[src/rtl/uart_rx_oversampled.sv]
// Oversampled UART receiver: mid-bit sampling, parity/stop checks,
// one-entry valid/ready holding register with frame/overrun flags.
`timescale 1ns/1ps
module uart_rx_oversampled #(
   parameter int CLKS_PER_BIT = 16,
   parameter int DATA_BITS    = 8,
   parameter int PARITY       = 0,
   parameter int STOP_BITS    = 1
) (
   input  logic                 clk,
   input  logic                 rst_n,
   input  logic                 rxIn,
   output logic [DATA_BITS-1:0] rxData,
   output logic                 rxValid,
   input  logic                 rxReady,
   output logic                 parityErr,
   output logic                 frameErr,
   output logic                 overrunErr,
   output logic                 busy
);

   localparam int BW = $clog2(CLKS_PER_BIT);
   localparam int IW = $clog2(DATA_BITS);

   localparam logic [BW-1:0] HALF  = BW'(CLKS_PER_BIT / 2 - 1);
   localparam logic [BW-1:0] FULL  = BW'(CLKS_PER_BIT - 1);
   localparam logic [IW-1:0] LASTD = IW'(DATA_BITS - 1);
   localparam logic [IW-1:0] LASTS = IW'(STOP_BITS - 1);

   typedef enum logic [2:0] {
      S_IDLE,
      S_START,
      S_DATA,
      S_PARITY,
      S_STOP,
      S_BREAK
   } state_t;

   state_t                r_state;
   state_t                w_state_nxt;
   logic                  r_sync1;
   logic                  r_sync2;
   logic [BW-1:0]         r_bitCnt;
   logic [IW-1:0]         r_idxCnt;
   logic [DATA_BITS-1:0]  r_shift;
   logic                  r_parErrInt;
   logic [DATA_BITS-1:0]  r_data;
   logic                  r_valid;
   logic                  r_parErr;
   logic                  r_frameErr;
   logic                  r_overrun;

   logic w_rxS;
   logic w_bitEnd;
   logic w_cntClr;
   logic w_idxClr;
   logic w_idxInc;
   logic w_shiftEn;
   logic w_parEn;
   logic w_parClr;
   logic w_ferr;
   logic w_done;
   logic w_parX;
   logic w_parBad;

   assign w_rxS    = r_sync2;
   assign w_bitEnd = (r_bitCnt == FULL);
   assign w_parX   = (^r_shift) ^ w_rxS;
   assign w_parBad = (PARITY == 1) ? ~w_parX : w_parX;

   // Two-flop synchroniser for the asynchronous serial line, idle high
   always_ff @(posedge clk or negedge rst_n) begin
      if (!rst_n) begin
         r_sync1 <= 1'b1;
         r_sync2 <= 1'b1;
      end else begin
         r_sync1 <= rxIn;
         r_sync2 <= r_sync1;
      end
   end

   // FSM state register
   always_ff @(posedge clk or negedge rst_n) begin
      if (!rst_n) begin
         r_state <= S_IDLE;
      end else begin
         r_state <= w_state_nxt;
      end
   end

   // Next-state decode and per-cycle datapath strobes
   always_comb begin
      w_state_nxt = r_state;
      w_cntClr    = 1'b0;
      w_idxClr    = 1'b0;
      w_idxInc    = 1'b0;
      w_shiftEn   = 1'b0;
      w_parEn     = 1'b0;
      w_parClr    = 1'b0;
      w_ferr      = 1'b0;
      w_done      = 1'b0;
      unique case (r_state)
         S_IDLE: begin
            if (!w_rxS) begin
               w_state_nxt = S_START;
               w_cntClr    = 1'b1;
               w_idxClr    = 1'b1;
               w_parClr    = 1'b1;
            end
         end
         S_START: begin
            if (r_bitCnt == HALF) begin
               w_cntClr    = 1'b1;
               w_state_nxt = w_rxS ? S_IDLE : S_DATA;
            end
         end
         S_DATA: begin
            if (w_bitEnd) begin
               w_cntClr  = 1'b1;
               w_shiftEn = 1'b1;
               if (r_idxCnt == LASTD) begin
                  w_idxClr    = 1'b1;
                  w_state_nxt = (PARITY != 0) ? S_PARITY : S_STOP;
               end else begin
                  w_idxInc = 1'b1;
               end
            end
         end
         S_PARITY: begin
            if (w_bitEnd) begin
               w_cntClr    = 1'b1;
               w_parEn     = 1'b1;
               w_state_nxt = S_STOP;
            end
         end
         S_STOP: begin
            if (w_bitEnd) begin
               w_cntClr = 1'b1;
               if (!w_rxS) begin
                  w_ferr      = 1'b1;
                  w_state_nxt = S_BREAK;
               end else if (r_idxCnt == LASTS) begin
                  w_done      = 1'b1;
                  w_idxClr    = 1'b1;
                  w_state_nxt = S_IDLE;
               end else begin
                  w_idxInc = 1'b1;
               end
            end
         end
         S_BREAK: begin
            if (w_rxS) begin
               w_state_nxt = S_IDLE;
            end
         end
         default: begin
            w_state_nxt = S_IDLE;
         end
      endcase
   end

   // Oversampling bit timer and data/stop bit index
   always_ff @(posedge clk or negedge rst_n) begin
      if (!rst_n) begin
         r_bitCnt <= '0;
         r_idxCnt <= '0;
      end else begin
         if (w_cntClr || r_state == S_IDLE || r_state == S_BREAK) begin
            r_bitCnt <= '0;
         end else begin
            r_bitCnt <= r_bitCnt + 1'b1;
         end
         if (w_idxClr) begin
            r_idxCnt <= '0;
         end else if (w_idxInc) begin
            r_idxCnt <= r_idxCnt + 1'b1;
         end
      end
   end

   // Shift register (LSB first, new bit at MSB) and parity check
   always_ff @(posedge clk or negedge rst_n) begin
      if (!rst_n) begin
         r_shift     <= '0;
         r_parErrInt <= 1'b0;
      end else begin
         if (w_shiftEn) begin
            r_shift <= {w_rxS, r_shift[DATA_BITS-1:1]};
         end
         if (w_parClr) begin
            r_parErrInt <= 1'b0;
         end else if (w_parEn) begin
            r_parErrInt <= w_parBad;
         end
      end
   end

   // Holding register, handshake and error pulses
   always_ff @(posedge clk or negedge rst_n) begin
      if (!rst_n) begin
         r_data     <= '0;
         r_valid    <= 1'b0;
         r_parErr   <= 1'b0;
         r_frameErr <= 1'b0;
         r_overrun  <= 1'b0;
      end else begin
         r_frameErr <= w_ferr;
         r_overrun  <= 1'b0;
         if (w_done) begin
            if (!r_valid || rxReady) begin
               r_data   <= r_shift;
               r_parErr <= r_parErrInt;
               r_valid  <= 1'b1;
            end else begin
               r_overrun <= 1'b1;
            end
         end else if (r_valid && rxReady) begin
            r_valid <= 1'b0;
         end
      end
   end

   assign rxData     = r_data;
   assign rxValid    = r_valid;
   assign parityErr  = r_parErr & r_valid;
   assign frameErr   = r_frameErr;
   assign overrunErr = r_overrun;
   assign busy       = (r_state != S_IDLE);

endmodule
[config.mk]
export PLATFORM = sky130hd
export DESIGN_NAME = uart_rx_oversampled
export DESIGN_NICKNAME = d
export VERILOG_FILES = /design/src/rtl/uart_rx_oversampled.sv
export SDC_FILE = /design/constraint.sdc
export NUM_CORES = 1
export LEC_CHECK = 0
export ABC_CLOCK_PERIOD_IN_PS = 1700
export BUFFER_PORTS_ARGS = -buffer_cell sky130_fd_sc_hd__clkbuf_2
export CORE_MARGIN = 4
export CORE_UTILIZATION = 50
export DETAILED_ROUTE_END_ITERATION = 12
export GPL_TIMING_DRIVEN = 0
export PLACE_DENSITY_LB_ADDON = 0.1
export SYNTH_ARGS = -nofsm -noshare
export SYNTH_HDL_FRONTEND = slang
export SYNTH_SLANG_ARGS = --single-unit
[constraint.sdc]
create_clock -name clk -period 1.7 [get_ports clk]
set_clock_uncertainty 0.15 [all_clocks]
set_input_delay 0.255 -clock clk [delete_from_list [all_inputs] [get_ports clk]]
set_output_delay 0.255 -clock clk [all_outputs]
set_load 0.05 [all_outputs]
==> metrics.md <==
| Metric | Value |
|---|---|
| Cells after Synth | 131 |
| Via/cell ratio | 5.25 |
| CTS buffer count | 5 |
| CTS tree | built |
| #FFs+latches synth | 33 |
| F_max | 527 MHz |
| Layout Nets | 193 |
| Site row count | 20 |
| CP Data Arrival Time | 1.97 ns |
| Die Wd | 64.7 µm |
| IO Port Bufs | 16 |
| Unrepaired setup endpoints after global routing | yes |
| Diode count | 0 |
| Synth warn | 0 |
| Largest net degree at the start of global routing | 34 |
| Fillers | 207 |
| Most frequent cells in the layout | 30 x dfrtp_1, 20 x buf_4, 17 x mux2_4, 15 x clkbuf_2, 9 x buf_6 |
| Max-slew violations | 0 |
| Tcrit/Tclk final | 112% |
| Failing checks | setup timing |
| Crit end category | register |
| Fin crit period | 1.90 ns |
| Vias | 1,202 |
| Peak VDD IR | 0.836 mV |
| Final setup vio count | 16 |
| Power Dens Cells | 1150 nW/µm² |
| CP Max Fanout | 4 |
| Maximum Capacitance Violations | 0 |
| Netlist cell types | 42 |
| Placed wire-length estimate | 2030 µm |
| H-tree depth | 2 |
| Status | finished, violations left |
| Grt total ovfl | 0 |
| Layout cell share with drive strength beyond 1 | 56.8% |
| Synth Flop Type | dfrtp_1 |
| Most common cell after layout, fill and taps aside | dfrtp_1 |
| Setup TNS | -1.66 ns |
| Total track usage | 19.1% |
| P_leak | 0.00111 µW |
| Layout Utilization | 76.2% |
| Remaining DRCs | 0 |
| Avg Cell Area, Syn | 12.3 µm² |
| Final Hold Vio Count | 0 |
| Core area | 3050 µm² |
| Worst setup SP type | register |
| GPL Wtd Cong | 0.827 |
| Clock tree sinks | 33 |
| Die ar. | 4190 µm² |
| Number of global-route vias before repair | 1,191 |
| Skew-Pair Late Insertion Delay | 0.33 ns |
| Setup CP Type | register to register |
| Slew HR | 44.2% |
| Die height | 64.7 µm |
| Io pins | 17 |
| Setup ws final | -0.196 ns |
| Area delta synth->final | 44.7% |
| Sequential share of the synthesized area | 51.5% |
| Post-Syn Area | 1610 µm² |
| Effective utilization at floorplan | 52.7% |
| Root Buffer | clkbuf_4 |
| Clk slew on worst S/H paths | 0.10 ns |
| Syn_nets | 139 |
| First-pass iteration count of the detailed router | 4 |
| Initial DRC Count | 52 |
| Number of routed nets with antenna violations | 0 |
| Post-synth EDFFs | 0 |
| DR WL/cell | 16.1 µm |
| Required time worst endpoint | 1.77 ns |
| Clk buf depth | 2 |
| First-pass GRT wire length | 6000 µm |
| Initial antenna violation count | 0 |
| Ys async rst share | 100% |
| HP Class | register to register |
| Actual slew at the worst max-slew pin | 0.837 ns |
| Routed wire length | 3690 µm |
[synthesized netlist by cell type, types with 2 or more instances]
cell type	instances	area, µm²
nor2_1	8	30.0
nand2b_1	5	31.3
mux2_1	8	90.1
a21oi_1	3	15.0
ha_1	4	50.1
xnor2_1	6	52.6
mux2_2	8	90.1
nand3_1	5	25.0
dfstp_2	2	52.6
and2_1	2	12.5
inv_1	5	18.8
nand3b_1	2	15.0
dfrtp_1	31	776
buf_2	4	20.0
o21ai_0	5	25.0
nor2b_1	2	12.5
o22ai_1	3	18.8
nand2_1	4	15.0
[sequential cells by signal (all words and copies together), names as in the netlist, 3 cells and up]
| register | count |
|---|---|
| r_bitCnt | 4 |
| r_idxCnt | 3 |
| rxData | 8 |
| r_shift | 8 |
| r_state | 3 |
[final cells by class]
class	count	area [µm²]	area share, %
multi-input cells	89	957	41.2
flip-flops and latches	33	830	35.7
repair buffers	46	362	15.5
clock buffers	7	55.1	2.37
well taps	44	55.1	2.37
plain buffers	4	45.0	1.94
inverters	6	22.5	0.968
[critical path: stages (launching register included)]
cell and delay, ns:
dfrtp_1 0.39, inv_1 0.07, ha_2 0.16, nor2b_4 0.13
o32a_4 0.33, o221ai_4 0.24, mux2_4 0.32
[path summary, 6_finish.rpt]
path                                  start     endpoint  slack (ns)  depth (start not counted)
worst max-delay path            r_idxCnt[1]   r_state[1]       -0.20                          6
worst min-delay path                r_sync1      r_sync2        0.21                          0
worst max register to register  r_idxCnt[1]   r_state[1]       -0.20                          6
worst min register to register      r_sync1      r_sync2        0.21                          0
max in group asynchronous             rst_n  r_idxCnt[0]        0.42                          2
min in group asynchronous             rst_n  r_idxCnt[2]        0.40                          2
[logic make-up after synthesis]
group           synth area share, %
mux                            12.8
fa+ha+maj                      3.11
flops                          51.5
simple gates                   16.3
compound gates                 8.48
buf+inv                        2.65
xor+xnor                       5.21
[through the flow]
step | std cells | power [µW] | hold slack [ns] | instance area [µm²] | setup slack (ns)
after floorplan | 131 | 1470 | -0.191 | 1660 | -0.156
final | 229 | 2670 | 0.211 | 2330 | -0.196
after global placement | 191 | 1580 | 0.193 | 1790 | -0.244
after CTS | 222 | 2420 | 0.211 | 2110 | -0.192
after detailed placement | 191 | 1610 | 0.194 | 1790 | -0.251
after global routing | 229 | 2820 | 0.212 | 2330 | -0.247
[layer usage]
metal	share of wire (%)	track usage [%]	vias up	routed length (µm)
li1	-	-	577	-
met1	45	24.8	596	1670
met2	50	31.3	24	1840
met3	3.8	3.81	5	140
met4	0.89	7.12	0	33
met5	0	0	-	0
[report_power, final]
group | leakage (µW) | switching (µW) | total [µW] | internal [µW]
registers | 0.000448 | 53.9 | 900 | 846
clock network | 0.0000314 | 253 | 448 | 195
logic | 0.000634 | 603 | 1330 | 724
[repair_timing]
item / CTS / global route
cloned: 2 / 0
buffers inserted: 21 / 8
hold endpoints to repair: 32 / 0
hold buffers: 2 / 0
endpoints found under the setup margin: 23 / 28
pin swaps: 8 / 8
resized for setup: 17 / 34
Note: power is estimated with default switching activity, not from simulation.
